<file path="config.mk">
export PLATFORM = sky130hd
export DESIGN_NAME = uart_transmitter
export DESIGN_NICKNAME = d
export VERILOG_FILES = /design/src/rtl/uart_pkg.sv /design/src/rtl/uart_bit_timer.sv /design/src/rtl/uart_transmitter.sv
export SDC_FILE = /design/constraint.sdc
export NUM_CORES = 1
export LEC_CHECK = 0
export CAP_MARGIN = 20
export CELL_PAD_IN_SITES_DETAIL_PLACEMENT = 0
export CELL_PAD_IN_SITES_GLOBAL_PLACEMENT = 1
export CORE_ASPECT_RATIO = 0.8
export CORE_MARGIN = 5
export CORE_UTILIZATION = 30
export CTS_CLUSTER_DIAMETER = 100
export DETAILED_ROUTE_END_ITERATION = 6
export PLACE_DENSITY_LB_ADDON = 0.05
export SETUP_SLACK_MARGIN = 0.5
export SYNTH_ARGS = -nofsm -noshare
export SYNTH_HDL_FRONTEND = slang
export SYNTH_HIERARCHICAL = 1
export SYNTH_SLANG_ARGS = --single-unit
</file>
<file path="constraint.sdc">
create_clock -name clk -period 4.1 [get_ports clk]
set_clock_uncertainty 0.05 [all_clocks]
set_input_delay 1.025 -clock clk [delete_from_list [all_inputs] [get_ports clk]]
set_output_delay 1.025 -clock clk [all_outputs]
set_load 0.005 [all_outputs]
</file>
<file path="src/rtl/uart_pkg.sv">
`default_nettype none
// ============================================================================
// uart_pkg : shared UART state encoding and frame constants (TX and RX)
// Revision : 1.0
// ============================================================================
package uart_pkg;

  localparam int c_OVERSAMPLE  = 16;
  localparam int c_DATA_BITS   = 8;
  localparam int c_NIBBLE_BITS = 4;
  localparam int c_TICK_CNT_W  = 4;
  localparam int c_BIT_IDX_W   = 3;

  typedef enum logic [2:0] {
    IDLE   = 3'd0,
    START  = 3'd1,
    DATA   = 3'd2,
    PARITY = 3'd3,
    STOP   = 3'd4
  } uart_state_e;

  function automatic logic even_parity(input logic [c_DATA_BITS-1:0] b);
    return ^b;
  endfunction

endpackage
`default_nettype wire

</file>
<file path="src/rtl/uart_bit_timer.sv">
`default_nettype none
// ============================================================================
// uart_bit_timer : counts baud_tick strobes, strobes o_bit_end on the last one
// Revision : 1.0
// ============================================================================
module uart_bit_timer
  import uart_pkg::*;
#(
  parameter int OVERSAMPLE = c_OVERSAMPLE
) (
  input  logic clk,
  input  logic rst,
  input  logic i_clear,
  input  logic i_baud_tick,
  output logic o_bit_end
);

  localparam logic [c_TICK_CNT_W-1:0] c_LAST_TICK = c_TICK_CNT_W'(OVERSAMPLE - 1);

  logic [c_TICK_CNT_W-1:0] r_tick_cnt;
  logic                    w_last_tick;

  assign w_last_tick = (r_tick_cnt == c_LAST_TICK);
  assign o_bit_end   = i_baud_tick & ~i_clear & w_last_tick;

  // Counter only moves on a strobe, so a stalled baud_tick freezes the bit.
  always_ff @(posedge clk or negedge rst) begin
    if (!rst) begin
      r_tick_cnt <= '0;
    end else if (i_clear || o_bit_end) begin
      r_tick_cnt <= '0;
    end else if (i_baud_tick) begin
      r_tick_cnt <= r_tick_cnt + c_TICK_CNT_W'(1);
    end
  end

endmodule
`default_nettype wire

</file>
<file path="src/rtl/uart_transmitter.sv">
`default_nettype none
// ============================================================================
// uart_transmitter : frames {address,data} LSB first; optional even parity
//                    bit when UART_TX_PARITY_EN is defined
// Revision : 1.0
// ============================================================================
module uart_transmitter
  import uart_pkg::*;
#(
  parameter int OVERSAMPLE = c_OVERSAMPLE,
  parameter int STOP_BITS  = 1
) (
  input  logic                     clk,
  input  logic                     rst,
  input  logic                     baud_tick,
  input  logic                     send,
  input  logic [c_NIBBLE_BITS-1:0] address,
  input  logic [c_NIBBLE_BITS-1:0] data,
  output logic                     Tx,
  output logic                     busy,
  output logic                     done
);

  localparam logic [c_BIT_IDX_W-1:0] c_LAST_DATA = c_BIT_IDX_W'(c_DATA_BITS - 1);
  localparam logic [c_BIT_IDX_W-1:0] c_LAST_STOP = c_BIT_IDX_W'(STOP_BITS - 1);

  uart_state_e              r_state;
  uart_state_e              w_state_nxt;
  logic [c_DATA_BITS-1:0]   r_shift;
  logic [c_BIT_IDX_W-1:0]   r_bit_idx;
  logic                     r_armed;
  logic                     r_done;
  logic                     w_accept;
  logic                     w_bit_end;
  logic                     w_timer_clear;
`ifdef UART_TX_PARITY_EN
  logic                     r_parity;
`endif

  // r_armed blocks acceptance on the first edge after reset release.
  assign w_accept      = (r_state == IDLE) && send && r_armed;
  assign w_timer_clear = (r_state == IDLE);
  assign busy          = (r_state != IDLE);
  assign done          = r_done;

  uart_bit_timer #(
    .OVERSAMPLE (OVERSAMPLE)
  ) u_bit_timer (
    .clk         (clk),
    .rst         (rst),
    .i_clear     (w_timer_clear),
    .i_baud_tick (baud_tick),
    .o_bit_end   (w_bit_end)
  );

  always_comb begin
    w_state_nxt = r_state;
    unique case (r_state)
      IDLE:   if (w_accept) w_state_nxt = START;
      START:  if (w_bit_end) w_state_nxt = DATA;
      DATA: begin
        if (w_bit_end && (r_bit_idx == c_LAST_DATA)) begin
`ifdef UART_TX_PARITY_EN
          w_state_nxt = PARITY;
`else
          w_state_nxt = STOP;
`endif
        end
      end
`ifdef UART_TX_PARITY_EN
      PARITY: if (w_bit_end) w_state_nxt = STOP;
`endif
      STOP:   if (w_bit_end && (r_bit_idx == c_LAST_STOP)) w_state_nxt = IDLE;
      default: w_state_nxt = IDLE;
    endcase
  end

  always_comb begin
    Tx = 1'b1;
    case (r_state)
      START:  Tx = 1'b0;
      DATA:   Tx = r_shift[0];
`ifdef UART_TX_PARITY_EN
      PARITY: Tx = r_parity;
`endif
      default: Tx = 1'b1;
    endcase
  end

  always_ff @(posedge clk or negedge rst) begin
    if (!rst) begin
      r_state <= IDLE;
    end else begin
      r_state <= w_state_nxt;
    end
  end

  // Bit index counts data bits, then is reused to count stop periods.
  always_ff @(posedge clk or negedge rst) begin
    if (!rst) begin
      r_shift   <= '0;
      r_bit_idx <= '0;
      r_armed   <= 1'b0;
      r_done    <= 1'b0;
`ifdef UART_TX_PARITY_EN
      r_parity  <= 1'b0;
`endif
    end else begin
      r_armed <= 1'b1;
      r_done  <= (r_state == STOP) && (w_state_nxt == IDLE);
      if (w_accept) begin
        r_shift   <= {address, data};
        r_bit_idx <= '0;
`ifdef UART_TX_PARITY_EN
        r_parity  <= even_parity({address, data});
`endif
      end else if (w_bit_end) begin
        if (r_state == DATA) begin
          r_shift <= {1'b0, r_shift[c_DATA_BITS-1:1]};
        end
        if ((r_state == DATA) || (r_state == STOP)) begin
          r_bit_idx <= (w_state_nxt == IDLE) ? '0 : r_bit_idx + c_BIT_IDX_W'(1);
        end
      end
    end
  end

endmodule
`default_nettype wire

</file>
## Yosys cells after proc, flatten, opt, wreduce, memory -nomap -nowiden

Cells that the tools add are included.

| storage, ports and cells | value |
|---|---|
| flip-flop bits (word level) | 20 |
| bits of input ports | 12 |
| output and inout port bits | 3 |
| word-level logic and storage cells | 48 |

| cells by class | value |
|---|---|
| $add $sub $neg | 2 |
| eq/ne operators | 5 |
| multiplexer cells | 15 |
| bitwise logic cells | 3 |
| reductions and logical operators | 17 |

Operators by type and width:

| cell | number |
|---|---|
| $mux W3 | 8 |
| $mux W8 | 3 |
| $pmux W3 S4 | 1 |
| $logic_not A3 Y1 | 3 |
| $mux W4 | 2 |
| $reduce_bool A2 Y1 | 4 |
| $eq A3 B3 Y1 const B | 2 |
| $logic_and A1 B1 Y1 | 5 |
| $add A4 B1 Y4 const B | 1 |
| $eq A4 B4 Y1 const B | 1 |
| $reduce_and A2 Y1 | 2 |
| $add A3 B1 Y3 const B | 1 |
| $eq A3 B1 Y1 const B | 1 |
| $eq A3 B2 Y1 const B | 1 |
| $reduce_bool A3 Y1 | 1 |
| $and A1 B1 Y1 | 2 |
| $logic_or A1 B1 Y1 | 2 |
| $pmux W1 S2 | 1 |
| $not A1 Y1 | 1 |

## Longest topological paths before layout

| depth | value |
|---|---|
| depth in word-level cells | 12 |
| mapped depth | 8 |
| mapped depth without buffers | 7 |

## Hierarchy

The synthesis kept the hierarchy.

By module, submodules not included:

| module | times used | cells an instance | area an instance (µm²) | sequential area each (µm²) |
|---|---|---|---|---|
| uart_transmitter | 1 | 82 | 848.3 | 400.4 |
| uart_bit_timer | 1 | 21 | 203.9 | 100.1 |

## Worst setup path after synthesis

No wires, ideal clock.

| path | value |
|---|---|
| path kind | input port to flip-flop |
| start | in baud_tick |
| end | reg r_bit_idx[0] |
| setup time | 0.095 ns |
| arrival | 2.207 ns |
| required time | 3.955 ns |
| path slack | 1.748 ns |
| stages on the path | 6 |
| buffers on the path | 1 |
| path through | nor3b_1 > and4bb_1 > buf_6 > a32o_2 > a211oi_2 > o31ai_1 |

| on the way | value |
|---|---|
| cells in the longest elaborated chain, start to end | 10 |
| elaborated cells on any way between the ends | 15 |
| those cells by class | mux (8); bitwise (2); reduce/logical (5) |

Ends and longest elaborated chain:

| element | line | source |
|---|---|---|
| start, declared | uart_transmitter.sv:15 | `input logic baud_tick,` |
| $and A1 B1 Y1 (*) (2 in a row) | uart_bit_timer.sv:24 | `assign o_bit_end = i_baud_tick & ~i_clear & w_last_tick;` |
| $logic_and A1 B1 Y1, on equally long branches | uart_transmitter.sv:73, uart_transmitter.sv:62 |  |
| $mux W3, on equally long branches | uart_transmitter.sv:73, uart_transmitter.sv:62 |  |
| $pmux W3 S4 (*) | uart_transmitter.sv:58 | `unique case (r_state)` |
| net w_state_nxt[2] | uart_transmitter.sv:28 | `uart_state_e w_state_nxt;` |
| $logic_not A3 Y1 (*) | uart_transmitter.sv:122 | `r_bit_idx <= (w_state_nxt == IDLE) ? '0 : r_bit_idx + c_BIT_IDX_W'(1);` |
| $mux W3 (*) | uart_transmitter.sv:122 |  |
| $mux W3 (*) | uart_transmitter.sv:121 | `if ((r_state == DATA) \|\| (r_state == STOP)) begin` |
| $mux W3 (*) | uart_transmitter.sv:117 | `end else if (w_bit_end) begin` |
| $mux W3 (*) | uart_transmitter.sv:111 | `if (w_accept) begin` |
| end signal, assigned | uart_transmitter.sv:122 |  |
| end, declared | uart_transmitter.sv:30 | `logic [c_BIT_IDX_W-1:0] r_bit_idx;` |

Mark *: on every way through the listed nets, which the timed path passes. The rest lies on a longest branch. The select of a mux whose other input is x is not followed.
A chain may end at the register's enable or synchronous reset.

## Final worst setup path

| path | value |
|---|---|
| start | in baud_tick |
| end | reg r_bit_idx[0] |

| on the way | value |
|---|---|
| cells in the longest elaborated chain, start to end | 10 |
| elaborated cells on any way between the ends | 15 |
| those cells by class | mux (8); bitwise (2); reduce/logical (5) |

Ends and longest elaborated chain:

| element | line | source |
|---|---|---|
| $and A1 B1 Y1 (*) (2 in a row) | uart_bit_timer.sv:24 |  |
| net w_bit_end | uart_transmitter.sv:34 | `logic w_bit_end;` |
| $logic_and A1 B1 Y1, on equally long branches | uart_transmitter.sv:73, uart_transmitter.sv:62 |  |
| $mux W3, on equally long branches | uart_transmitter.sv:73, uart_transmitter.sv:62 |  |
| $pmux W3 S4 (*) | uart_transmitter.sv:58 |  |
| net w_state_nxt[2] | uart_transmitter.sv:28 |  |
| $logic_not A3 Y1 (*) | uart_transmitter.sv:122 |  |
| $mux W3 (*) | uart_transmitter.sv:122 |  |
| $mux W3 (*) | uart_transmitter.sv:121 |  |
| $mux W3 (*) | uart_transmitter.sv:117 |  |
| $mux W3 (*) | uart_transmitter.sv:111 |  |

Marks and branches as above.

==> run_results.csv <==
group,metric,value,unit
clocking,ctsLongestPathBuffers,2,
setup_path,slowest_stage,"clkdlybuf4s50_1",
layout,stdcell_count,160,
placement,numPortBuffers,14,
setup_path,cp_max_fo,9,
setup_path,reg2reg_from,"r_state[2]",
drt,firstDrtPassIters,4,
run_status,status,"completed",
setup_path,r2r_slack,1710,ps
global_routing,grt_overflow,0,
drt,drt_iter0_drc,36,
power,powerDensity,439,mW/mm²
clocking,htree_levels,1,
floorplan,core_area,0.00340,mm²
logic_synthesis,synth-compound-area-share,12.4,%
global_routing,gr-usage-all-layers,8.96,%
logic_synthesis,syn_area_per_cell,10.2,µm²
logic_synthesis,yosysUniqueCellTypes,36,
floorplan,initial_core_util,31.0,%
setup_path,cp-endpoint,"r_bit_idx[0]",
setup_path,path_cells,"clkdlybuf4s50_1 > nor3b_1 > buf_4 > and4bb_1 > a32o_2 > a211oi_2 > o31ai_1",
logic_synthesis,synthesis.area,0.00105,mm²
timing,setup_viol,0,
setup_path,crit_cells,7,
logic_synthesis,synth_top_family_by_area,"simple AND/OR/NAND/NOR gates",
timing,hold_viol,0,
layout,final_cell_mix,"dfrtp_1, nand2_1, clkdlybuf4s50_1",
drt,vias,754,
layout,area_growth,21.9,%
logic_synthesis,yosysSeqAreaShare,47.6,%
layout,final_common_cell,"dfrtp_1",
min_path,hold_depth,1,
timing,grt_setup_unrepaired,"no",
timing,tightest_slew,648,ps
placement,place.gp.congestion,0.723,
power,ir_drop,161,µV
logic_synthesis,synth_nets,119,
setup_path,cp_slowest_stage_delay,590,ps
global_routing,grt_max_degree,21,
timing,slew_headroom,56.8,%
placement,dp.cells,155,
logic_synthesis,syn_inst,103,
placement,place_hpwl,1.49,mm
setup_path,crit_type,"primary input to flop",
setup_path,worstRegToRegCells,7,
drt,avgViaCountPerCell,4.71,
drt,wl_per_cell,12.8,µm
timing,period_share,70.5,%
drt,routed_wl,2.05,mm
power,power.leakage,0.533,nW
logic_synthesis,ys_seq_elements,20,
logic_synthesis,ys.flop_type,"dfrtp_1",
clocking,holdBufCountCts,0,
clocking,ctsResizeCount,0,
min_path,hold_path.class,"flop to flop",
layout,diodes,0,
logic_synthesis,muxShareOfSynthArea,6.66,%
floorplan,die_area,0.00480,mm²
setup_path,cp_top_family,"buffers and inverters",
timing,slew_viol_final,0,
setup_path,critPathCaptureType,"flop",
logic_synthesis,synth-simple-area-share,21.4,%
timing,timing.fmax,0.346,GHz
setup_path,critPathLaunch,"baud_tick",
logic_synthesis,yosysWarnings,6,
floorplan,boundaryPins,15,
floorplan,num_rows,19,
drt,drc,0,
clocking,post_cts_buffers,0,
layout,finish.net_count,135,
clocking,insertion_delay,250,ps
global_routing,antenna_found_initial,0,
flow_run,cap_violations,0,
clocking,cts_tree,"yes",
clocking,root_buffer,"clkbuf_8",
global_routing,grt_pass1_wl,3.53,mm
clocking,clock-sinks,20,
setup_path,reg2reg_to,"r_bit_idx[1]",
floorplan,fp.dieW,76.2,µm
logic_synthesis,synth-edff-count,0,
timing,fin_crit,2890,ps
layout,drive_gt1_share,9.32,%
clocking,clk_pin_slew,70,ps
setup_path,crit_required,4220,ps
logic_synthesis,synth-xor-area-share,1.66,%
setup_path,path_buf_inv,2,
logic_synthesis,synthAdderAreaFrac,4.76,%
drt,postRouteAntennaNets,0,
floorplan,die_h,63.0,µm
setup_path,arrival,3000,ps
logic_synthesis,synthArstFlopShare,100,%
global_routing,grt_pass1_vias,737,
clocking,cts_made_buffers,3,
setup_path,crit_path_start_kind,"primary input",
timing,setup_tns,0,ps
registers in the layout, summed over array words and instances, names as in the netlist:
register and count:
r_state 3, u_bit_timer/r_tick_cnt 4, r_shift 8, r_armed 1, r_bit_idx 3, done 1
stage by stage:
step                power [mW]  setup slack [ps]  util, %  instance area [µm²]  hold slack (ps)
finish                   0.563              1210     37.7                 1280              454
global route             0.603              1100     37.7                 1280              466
CTS                      0.571              1210     37.3                 1270              450
detailed placement       0.418               935     35.7                 1210              436
global placement         0.419               972     35.7                 1210              441
floorplan                0.374              1750        -                 1050              412
worst min-delay path by stage:
stage | from | end | slack [ps]
after floorplan | r_bit_idx[0] | r_bit_idx[0] | 410
after global placement | r_bit_idx[0] | r_bit_idx[0] | 440
after detailed placement | r_bit_idx[0] | r_bit_idx[0] | 440
after CTS | r_bit_idx[0] | r_bit_idx[0] | 450
after global routing | r_bit_idx[0] | r_bit_idx[0] | 470
final | r_bit_idx[0] | r_bit_idx[0] | 450
metal layers:
| layer | wire length (µm) | track usage, % | vias to the layer above |
|---|---|---|---|
| li1 | - | - | 390 |
| met1 | 1100 | 12.8 | 354 |
| met2 | 866 | 12.7 | 8 |
| met3 | 77 | 3.46 | 2 |
| met4 | 11 | 1.97 | 0 |
| met5 | 0 | 0 | - |
Yosys cell counts, drive strengths merged (2+ instances only):
master,count,area [µm²]
ha,4,50.1
nand2b,4,27.5
inv,4,15.0
nor2,3,11.3
xor2,2,17.5
a211oi,2,20.0
nand2,14,52.6
nand3b,4,30.0
buf,4,35.0
mux2i,7,70.1
dfrtp,20,500
o21ai,9,45.0
o22ai,2,12.5
a21oi,3,15.0
nor3,2,15.0
nand3,3,15.0
nor2b,2,12.5
where the power goes:
group / leakage, nW / internal, mW / switching [mW]
Clock: 0.0288 / 0.0854 / 0.0644
Combinational: 0.250 / 0.0656 / 0.0530
Sequential: 0.255 / 0.253 / 0.0421
kinds of logic after synthesis:
group,after synthesis
compound gates,20
xor+xnor,2
fa+ha+maj,4
buf+inv,9
flops,20
mux,7
other cells,1
simple gates,40
area by class of cell:
| type | count | area [µm²] |
|---|---|---|
| fill | 343 | 2120 |
| sequential | 20 | 500 |
| multi-input combinational | 74 | 497 |
| timing repair buffer | 16 | 163 |
| clock buffer | 4 | 55.1 |
| tap | 42 | 52.6 |
| inverter | 4 | 15.0 |
No activity file was read; power rests on OpenSTA's default activity.
